<file path="config.mk">
export PLATFORM = sky130hd
export DESIGN_NAME = render_pixel_packer
export DESIGN_NICKNAME = d
export VERILOG_FILES = /design/src/rtl/render_pkg.sv /design/src/rtl/render_geom_counter.sv /design/src/rtl/render_pixel_packer.sv
export SDC_FILE = /design/constraint.sdc
export NUM_CORES = 1
export LEC_CHECK = 0
export ABC_AREA = 1
export BUFFER_PORTS_ARGS = -buffer_cell sky130_fd_sc_hd__buf_2
export CORE_ASPECT_RATIO = 1.5
export CORE_MARGIN = 10
export CORE_UTILIZATION = 51
export CTS_CLUSTER_SIZE = 24
export DETAILED_ROUTE_END_ITERATION = 10
export PLACE_DENSITY = 0.77
export SETUP_SLACK_MARGIN = 0.3
export SYNTH_ARGS = -nofsm -noshare
export SYNTH_HDL_FRONTEND = slang
export SYNTH_SLANG_ARGS = --single-unit
</file>
<file path="constraint.sdc">
create_clock -name ap_clk -period 1.8 [get_ports ap_clk]
set_input_delay 0.54 -clock ap_clk [delete_from_list [all_inputs] [get_ports ap_clk]]
set_output_delay 0.54 -clock ap_clk [all_outputs]
set_load 0.01 [all_outputs]
</file>
<file path="src/rtl/render_pkg.sv">
// Shared types and constants for the render pixel packer.
package render_pkg;

    typedef enum logic [1:0] {
        IDLE  = 2'd0,
        RUN   = 2'd1,
        DRAIN = 2'd2
    } state_t;

    localparam int DEF_PIXEL_WIDTH = 24;
    localparam int DEF_LEN_W       = 12;

    // Byte-enable bits needed to cover one pixel.
    function automatic int keep_w(input int pixel_width);
        return pixel_width / 8;
    endfunction

endpackage

</file>
<file path="src/rtl/render_geom_counter.sv">
// Pixel/line position tracker; geometry is latched when a frame starts.
module render_geom_counter
    import render_pkg::*;
#(
    parameter int LEN_W = DEF_LEN_W
) (
    input  logic             ap_clk,
    input  logic             ap_rst_n,
    input  logic             i_start,
    input  logic             i_advance,
    input  logic [LEN_W-1:0] i_line_len,
    input  logic [LEN_W-1:0] i_frame_lines,
    output logic             o_last_in_line,
    output logic             o_last_in_frame
);

    localparam logic [LEN_W-1:0] ONE = LEN_W'(1);

    logic [LEN_W-1:0] r_len;
    logic [LEN_W-1:0] r_lines;
    logic [LEN_W-1:0] r_pix;
    logic [LEN_W-1:0] r_line;

    // NOTE: sequential state uses non-blocking assignments so every flop samples pre-edge values.
    always_ff @(posedge ap_clk or negedge ap_rst_n) begin
        if (!ap_rst_n) begin
            r_len   <= '0;
            r_lines <= '0;
            r_pix   <= '0;
            r_line  <= '0;
        end else if (i_start) begin
            r_len   <= i_line_len;
            r_lines <= i_frame_lines;
            r_pix   <= '0;
            r_line  <= '0;
        end else if (i_advance) begin
            if (o_last_in_line) begin
                r_pix  <= '0;
                r_line <= r_line + ONE;
            end else begin
                r_pix <= r_pix + ONE;
            end
        end
    end

    assign o_last_in_line  = (r_pix == r_len - ONE);
    assign o_last_in_frame = o_last_in_line && (r_line == r_lines - ONE);

endmodule

</file>
<file path="src/rtl/render_pixel_packer.sv">
// Packs OUT_PIXELS pixels per AXI4-Stream video beat with SOF/EOL framing and frame-end checks.
// Optional statistics counters are enabled with `define RENDER_PACK_STATS_EN.
module render_pixel_packer
    import render_pkg::*;
#(
    parameter int PIXEL_WIDTH = DEF_PIXEL_WIDTH,
    parameter int OUT_PIXELS  = 2,
    parameter int LEN_W       = DEF_LEN_W
) (
    input  logic                                ap_clk,
    input  logic                                ap_rst_n,
    input  logic                                enable,
    input  logic [LEN_W-1:0]                    line_len,
    input  logic [LEN_W-1:0]                    frame_lines,
    input  logic                                s_tvalid,
    output logic                                s_tready,
    input  logic [PIXEL_WIDTH-1:0]              s_tdata,
    input  logic                                s_tlast,
    output logic                                m_tvalid,
    input  logic                                m_tready,
    output logic [PIXEL_WIDTH*OUT_PIXELS-1:0]   m_tdata,
    output logic [PIXEL_WIDTH*OUT_PIXELS/8-1:0] m_tkeep,
    output logic                                m_tuser,
    output logic                                m_tlast,
    output logic                                busy,
    output logic                                err_early,
    output logic                                err_late,
    input  logic                                err_clr
`ifdef RENDER_PACK_STATS_EN
    ,
    output logic [31:0]                         frame_count,
    output logic [31:0]                         stall_count
`endif
);

    localparam int KEEP_W = keep_w(PIXEL_WIDTH);
    localparam int BEAT_W = PIXEL_WIDTH * OUT_PIXELS;
    localparam int BKEEP_W = KEEP_W * OUT_PIXELS;
    localparam int LANE_W = (OUT_PIXELS > 1) ? $clog2(OUT_PIXELS) : 1;

    state_t              r_state;
    logic [LANE_W-1:0]   r_lane;
    logic [BEAT_W-1:0]   r_acc;
    logic                r_first;
    logic                r_m_tvalid;
    logic [BEAT_W-1:0]   r_m_tdata;
    logic [BKEEP_W-1:0]  r_m_tkeep;
    logic                r_m_tuser;
    logic                r_m_tlast;
    logic                r_err_early;
    logic                r_err_late;

    logic                w_start;
    logic                w_accept;
    logic                w_last_line;
    logic                w_last_frame;
    logic                w_lane_full;
    logic                w_beat_done;
    logic                w_early;
    logic                w_late;
    logic [BEAT_W-1:0]   w_beat_data;
    logic [BKEEP_W-1:0]  w_beat_keep;

    assign w_start  = (r_state == IDLE) && enable && (line_len != '0) && (frame_lines != '0);
    assign s_tready = (r_state == RUN) && (!r_m_tvalid || m_tready);
    assign w_accept = s_tvalid && s_tready;

    render_geom_counter #(
        .LEN_W (LEN_W)
    ) u_geom (
        .ap_clk          (ap_clk),
        .ap_rst_n        (ap_rst_n),
        .i_start         (w_start),
        .i_advance       (w_accept),
        .i_line_len      (line_len),
        .i_frame_lines   (frame_lines),
        .o_last_in_line  (w_last_line),
        .o_last_in_frame (w_last_frame)
    );

    assign w_lane_full = (int'(r_lane) == OUT_PIXELS - 1);
    // s_tlast on any pixel closes the current beat, so an early end-of-frame flushes cleanly.
    assign w_beat_done = w_accept && (w_lane_full || w_last_line || s_tlast);
    assign w_early     = w_accept && s_tlast && !w_last_frame;
    assign w_late      = w_accept && w_last_frame && !s_tlast;

    // NOTE: every output gets a default before the loop so no latch is inferred.
    always_comb begin
        w_beat_data = '0;
        w_beat_keep = '0;
        for (int i = 0; i < OUT_PIXELS; i++) begin
            if (i < int'(r_lane)) begin
                w_beat_data[i*PIXEL_WIDTH +: PIXEL_WIDTH] = r_acc[i*PIXEL_WIDTH +: PIXEL_WIDTH];
                w_beat_keep[i*KEEP_W +: KEEP_W]           = '1;
            end else if (i == int'(r_lane)) begin
                w_beat_data[i*PIXEL_WIDTH +: PIXEL_WIDTH] = s_tdata;
                w_beat_keep[i*KEEP_W +: KEEP_W]           = '1;
            end
        end
    end

    always_ff @(posedge ap_clk or negedge ap_rst_n) begin
        if (!ap_rst_n) begin
            r_state     <= IDLE;
            r_lane      <= '0;
            r_acc       <= '0;
            r_first     <= 1'b0;
            r_m_tvalid  <= 1'b0;
            r_m_tdata   <= '0;
            r_m_tkeep   <= '0;
            r_m_tuser   <= 1'b0;
            r_m_tlast   <= 1'b0;
            r_err_early <= 1'b0;
            r_err_late  <= 1'b0;
        end else begin
            case (r_state)
                IDLE: begin
                    if (w_start) begin
                        r_state <= RUN;
                        r_first <= 1'b1;
                        r_lane  <= '0;
                        r_acc   <= '0;
                    end
                end
                RUN: begin
                    if (w_accept) begin
                        if (w_beat_done) begin
                            r_lane <= '0;
                            r_acc  <= '0;
                        end else begin
                            r_acc[int'(r_lane)*PIXEL_WIDTH +: PIXEL_WIDTH] <= s_tdata;
                            r_lane <= r_lane + LANE_W'(1);
                        end
                        if (w_last_frame || s_tlast) begin
                            r_state <= DRAIN;
                        end
                    end
                end
                DRAIN: begin
                    if (r_m_tvalid && m_tready) begin
                        r_state <= IDLE;
                    end
                end
                default: r_state <= IDLE;
            endcase

            // s_tready guarantees the output register is free whenever a beat completes.
            if (w_beat_done) begin
                r_m_tvalid <= 1'b1;
                r_m_tdata  <= w_beat_data;
                r_m_tkeep  <= w_beat_keep;
                r_m_tuser  <= r_first;
                r_m_tlast  <= w_last_line || s_tlast;
                r_first    <= 1'b0;
            end else if (m_tready) begin
                r_m_tvalid <= 1'b0;
            end

            if (w_early) begin
                r_err_early <= 1'b1;
            end else if (err_clr) begin
                r_err_early <= 1'b0;
            end
            if (w_late) begin
                r_err_late <= 1'b1;
            end else if (err_clr) begin
                r_err_late <= 1'b0;
            end
        end
    end

    assign m_tvalid  = r_m_tvalid;
    assign m_tdata   = r_m_tdata;
    assign m_tkeep   = r_m_tkeep;
    assign m_tuser   = r_m_tuser;
    assign m_tlast   = r_m_tlast;
    assign busy      = (r_state != IDLE);
    assign err_early = r_err_early;
    assign err_late  = r_err_late;

`ifdef RENDER_PACK_STATS_EN
    logic [31:0] r_frame_count;
    logic [31:0] r_stall_count;

    always_ff @(posedge ap_clk or negedge ap_rst_n) begin
        if (!ap_rst_n) begin
            r_frame_count <= '0;
            r_stall_count <= '0;
        end else if (err_clr) begin
            r_frame_count <= '0;
            r_stall_count <= '0;
        end else begin
            if ((r_state == DRAIN) && r_m_tvalid && m_tready) begin
                r_frame_count <= r_frame_count + 32'd1;
            end
            if (r_m_tvalid && !m_tready) begin
                r_stall_count <= r_stall_count + 32'd1;
            end
        end
    end

    assign frame_count = r_frame_count;
    assign stall_count = r_stall_count;
`endif

endmodule

</file>
-- Word level (Yosys, flattened, before mapping)
Cells that the tools add are included.
W data, S select, Z words.
- input bits: 55
- output and inout bits: 61
- word-level logic and storage cells: 103
- register bits after elaboration: 159
- reduce and logical (&&, ||, !) cells: 36
- shifts and indexed selects: 2
- $lt $le $gt $ge: 1
- $mul: 1
- equality and inequality tests: 8
- add/subtract/negate cells: 6
- muxes and demuxes: 34
- operator list (cell ; number):
    $mux W48 ; 3
    $pmux W48 S2 ; 1
    $mux W12 ; 6
    $mux W24 ; 3
    $bwmux W48 ; 1
    $shift A24 B33 Y48 const A ; 1
    $shiftx A24 B33 Y48 ; 1
    $neg A6 Y33 ; 1
    $add A12 B1 Y12 const B ; 2
    $eq A12 B12 Y1 ; 2
    $reduce_bool A12 Y1 ; 2
    $sub A12 B1 Y12 const B ; 2
    $reduce_bool A2 Y1 ; 9
    $logic_and A1 B1 Y1 ; 12
    $mux W1 ; 11
    $mux W3 ; 3
    $mux W2 ; 4
    $pmux W2 S3 ; 1
    $logic_or A1 B1 Y1 ; 5
    $ne A2 B1 Y1 const B ; 2
    $ne A2 B2 Y1 const B ; 2
    $reduce_and A2 Y1 ; 2
    $reduce_and A4 Y1 ; 1
    $logic_not A1 Y1 ; 3
    8 further kinds ; 8

-- Longest topological paths before layout
- depth in word-level cells: 8
- depth in mapped cells: 18
- depth with buffers taken out: 17

-- Cells and area by module
From an unflattened synthesis, not the netlist that was laid out.
- cells, all modules: 897
- area total of the unflattened synthesis: 6891.6 sq um
- by module, submodules not included (module ; cells an instance ; instances ; area an instance (sq um) ; sequential area each (sq um)):
    render_pixel_packer ; 450 ; 1 ; 3711.1 ; 2077.0
    render_geom_counter ; 447 ; 1 ; 3180.6 ; 1201.2

-- Worst setup path after synthesis
Ideal clock, no wire load.
- path type: register -> register
- from: reg u_geom.r_len[0]
- to: reg r_m_tdata[10], in the netlist m_tdata[10]
- clock period less this slack: 1.981 ns
- setup slack: -0.181 ns
- cell stages (with the launch flop): 19
- setup time: 0.117 ns
- path buffers: 1
- arrival: 1.864 ns
- required time: 1.683 ns
- cells stage by stage: dfrtp_1 inv_1 ha_1 nand2_1 nor2_1 nand2_1 nand2_1 nand2_1 nand2_1 nand2_1 nor2_1 nand2_1 nor2_2 inv_2 nand3_4 nand2_4 buf_6 nand2_1 nand2_1
- cells in the longest elaborated chain, start to end: 5
- ends and longest elaborated chain (item ; line ; text):
    start: declaration ; render_geom_counter.sv:19 ; logic [LEN_W-1:0] r_len;
    start signal: assignment ; render_geom_counter.sv:32 ; r_len <= i_line_len;
    $sub A12 B1 Y12 ; render_geom_counter.sv:46 ; assign o_last_in_line = (r_pix == r_len - ONE);
    $eq A12 B12 Y1 ; render_geom_counter.sv:46 ;
    $logic_or A1 B1 Y1 (2 in a row) ; render_pixel_packer.sv:83 ; assign w_beat_done = w_accept && (w_lane_full || w_last_line || s_tlast);
    $logic_and A1 B1 Y1 ; render_pixel_packer.sv:83 ;
    end signal: assignment ; render_pixel_packer.sv:150 ; r_m_tdata <= w_beat_data;
    end: declaration ; render_pixel_packer.sv:46 ; logic [BEAT_W-1:0] r_m_tdata;
Every way passes these cells.
A chain may end at the register's enable or synchronous reset.

-- Worst setup path in the final report
- from: reg u_geom.r_len[1]
- to: reg r_m_tdata[14], in the netlist m_tdata[14]
Same word-level chain as after synthesis.

==> results.sh <==
export IMPL_nNetsFinal=1161
export IMPL_gp_congestion=0.8448
export IMPL_syn_nets=907
export IMPL_clk_latency_ns=0.42
export IMPL_tightest_slew_ns=0.5330
export IMPL_relSlewSlack_pct=64.20
export IMPL_drtPass1Iterations=5
export IMPL_syn_area_per_cell_um2=7.886
export IMPL_status="finished, violations left"
export IMPL_dpl_cell_count=1195
export IMPL_hp_class="primary input to asynchronous set/reset pin"
export IMPL_synth_area_um2=6688
export IMPL_crit_path_cell_trace="inv_2, ha_4, inv_2, nand2_2, nand2_2, nor2_4, nand3_2, nor2_2, nand2_1, nor2_1, nand2_1, nor2_2, inv_2, nand3_4, nand2_8, buf_16, nand2_1, nand2_1"
export IMPL_endpoint="m_tdata[14]"
export IMPL_ff2ff_setup_slack_ns=-0.48
export IMPL_worst_setup_path_end_kind="register"
export IMPL_area_delta_synth_final_pct=49.15
export IMPL_drtIter0Drc=384
export IMPL_clkSinkCount=131
export IMPL_worst_ep_arrival_time_ns=2.58
export IMPL_synth_top_area_share_pct=49.02
export IMPL_grt_pass1_vias=6826
export IMPL_routed_wl_um=21410
export IMPL_cp_startpoint="u_geom.r_len[1]"
export IMPL_fp_dieH_um=160.2
export IMPL_antenna_found_initial=0
export IMPL_portBuffers=115
export IMPL_synth_most_common_cell="nand2_1"
export IMPL_viasPerCell=5.312
export IMPL_synthFlopType="dfrtp_1"
export IMPL_layout_cells_non_filler=1273
export IMPL_power_density_nw_per_um2=1693
export IMPL_yosys_warnings=0
export IMPL_ys_seq_elements=131
export IMPL_dieArea_um2=18190
export IMPL_grt_pass1_wl_um=32090
export IMPL_path_delay_family="simple AND/OR/NAND/NOR gates"
export IMPL_rr_endpoint="m_tdata[14]"
export IMPL_ys_seq_area_share_pct=49.02
export IMPL_place_hpwl_um=13160
export IMPL_postSynth_asyncResetShare_pct=100.0
export IMPL_critical_path_depth=18
export IMPL_ir_drop_v=0.001161
export IMPL_cp_start_kind="register"
export IMPL_wl_per_cell_um=16.82
export IMPL_crit_buf_inv=4
export IMPL_die_w_um=113.5
export IMPL_drive_gt1_share_pct=39.14
export IMPL_antenna_cells=0
export IMPL_max_cap_violations=0
export IMPL_placementRows=51
export IMPL_setup_viol_count_final=109
export IMPL_grt_overflow=0
export IMPL_worst_setup_path_type="register to register"
export IMPL_fmax_mhz=438.9
export IMPL_tns_ns=-41.84
export IMPL_grt_max_degree=51
export IMPL_violations="negative setup slack"
export IMPL_ys_top_cells_by_count="272 x nand2_1, 131 x dfrtp_1, 87 x inv_1"
export IMPL_r2r_start="u_geom.r_len[1]"
export IMPL_synth_edff_count=0
export IMPL_dp_slack_ns=-0.3649
export IMPL_slew_violations=0
export IMPL_htreeDepth=4
export IMPL_timing_final_crit_share_pct=126.6
export IMPL_ant_nets=0
export IMPL_cts_hold_buffers_added=0
export IMPL_cp_slowest_stage_delay_ns=0.37
export IMPL_slowest_stage="dfrtp_1"
export IMPL_path_max_fanout=9
export IMPL_final_hold_viol_count=0
export IMPL_start_util_pct=51.63
export IMPL_layout_setup_ws_ns=-0.4785
export IMPL_power_total_mw=16.89
export IMPL_finClkSkew_ns=0.01694
export IMPL_grt_usage_pct=21.36
export IMPL_synth_distinct_cells=32
export IMPL_synth_top_cell_by_area="dfrtp_1"
export IMPL_p_leak_nw=5.074
export IMPL_path_common_cell="nand2_1"
export IMPL_syn_inst=848
export IMPL_cts_path_max_buffers=2
export IMPL_timing_hold_ws_ns=0.03641
export IMPL_period_minus_slack_ns=2.278
export IMPL_drc_errors=0
export IMPL_synth_area_leaders="dfrtp_1 49%, nand2_1 15%, nand3_1 5.6%"
export IMPL_core_um2=12950
export IMPL_rsz0062_at_grt="yes"
export IMPL_path_clk_slew_ns=0.07
export IMPL_num_io_pins=116
export IMPL_vias=6762
export IMPL_reg2reg_depth=18
export IMPL_cts_root_buf="clkbuf_16"
export IMPL_cp_data_required_time_ns=2.10
export IMPL_numCtsBuffers=17
export IMPL_cts_tree="done"
==> metrics by stage <==
stage,area (µm²),util [%]
final,9975,77.00
after CTS,9259,71.48
after global placement,8328,64.29
after floorplan,6868,-
after detailed placement,8328,64.29
after global routing,9975,77.00
==> cell usage in the layout, fill, tap and decap left out, drive strengths merged, types with 8 or more instances in the layout <==
cell type,instances
nand4,8
xnor2,11
buf,266
nand2,276
o22ai,28
nor2,68
clkbuf,20
nor4,9
nand3,76
xor2,19
o21ai,45
dfrtp,131
nor3,14
mux2,8
a21oi,23
inv,94
==> how the worst min path moves through the flow <==
stage / startpoint / end / cells after the start / slack, ns
3_3_place_gp: m_tdata[22] / m_tdata[22] / 2 / 0.45
5_1_grt: ap_rst_n / u_geom.r_lines[1] / 1 / 0.07
6_report: ap_rst_n / u_geom.r_lines[1] / 1 / 0.04
2_1_floorplan: ap_rst_n / err_early / 0 / 0.24
3_5_place_dp: m_tdata[28] / m_tdata[28] / 2 / 0.45
4_1_cts: ap_rst_n / u_geom.r_lines[1] / 1 / 0.05
==> report_power, final <==
| group | switching [mW] | total [mW] | internal [mW] | leakage (nW) |
|---|---|---|---|---|
| Combinational | 4.34 | 8.12 | 3.79 | 3.10 |
| Sequential | 0.881 | 5.05 | 4.17 | 1.67 |
| Clock | 1.38 | 3.71 | 2.33 | 0.301 |
==> layer usage <==
metal	share of wire, %	global-route usage [%]
met5	0	0
met4	3.5	8.912
met3	5.5	4.162
met2	54	38.62
met1	37	23.38
==> logic make-up (layout without fill, tap and decap cells) <==
| kind of cell | after synthesis | count (layout) | synth area share, % |
|---|---|---|---|
| buffers and inverters | 124 | 390 | 8.194 |
| DFF | 131 | 131 | 49.02 |
| and+or+nand+nor | 453 | 453 | 28.83 |
| AOI/OAI and AO/OA | 98 | 98 | 7.933 |
| adders and majority gates | 4 | 4 | 0.7484 |
| xor gates and xnor gates | 30 | 30 | 3.929 |
| muxes | 8 | 8 | 1.347 |
==> sequential cells by signal, indices dropped and copies added, names as in the netlist <==
signal,count
u_geom.r_len,12
err_early,1
m_tkeep,2
r_lane,1
err_late,1
u_geom.r_lines,12
m_tvalid,1
r_acc,24
m_tdata,48
m_tuser,1
r_first,1
u_geom.r_line,12
r_state,2
u_geom.r_pix,12
m_tlast,1
==> area by class of cell <==
| cell class | instances | area (µm²) |
|---|---|---|
| well taps | 159 | 198.9 |
| inverters | 90 | 337.8 |
| multi-input cells | 593 | 3411 |
| flip-flops and latches | 131 | 3278 |
| fillers | 885 | 2979 |
| repair buffers | 269 | 2122 |
| clock inverters | 14 | 201.4 |
| clock buffers | 17 | 425.4 |
==> what timing repair did <==
item                                    4_1_cts  5_1_grt
pin swaps                                    13       40
gates resized for setup                      42      107
hold endpoints to repair                      0        0
buffers inserted                             15       27
endpoints found under the setup margin      141      179
gates cloned                                  2        3
Power figures use the tool's default switching activity.
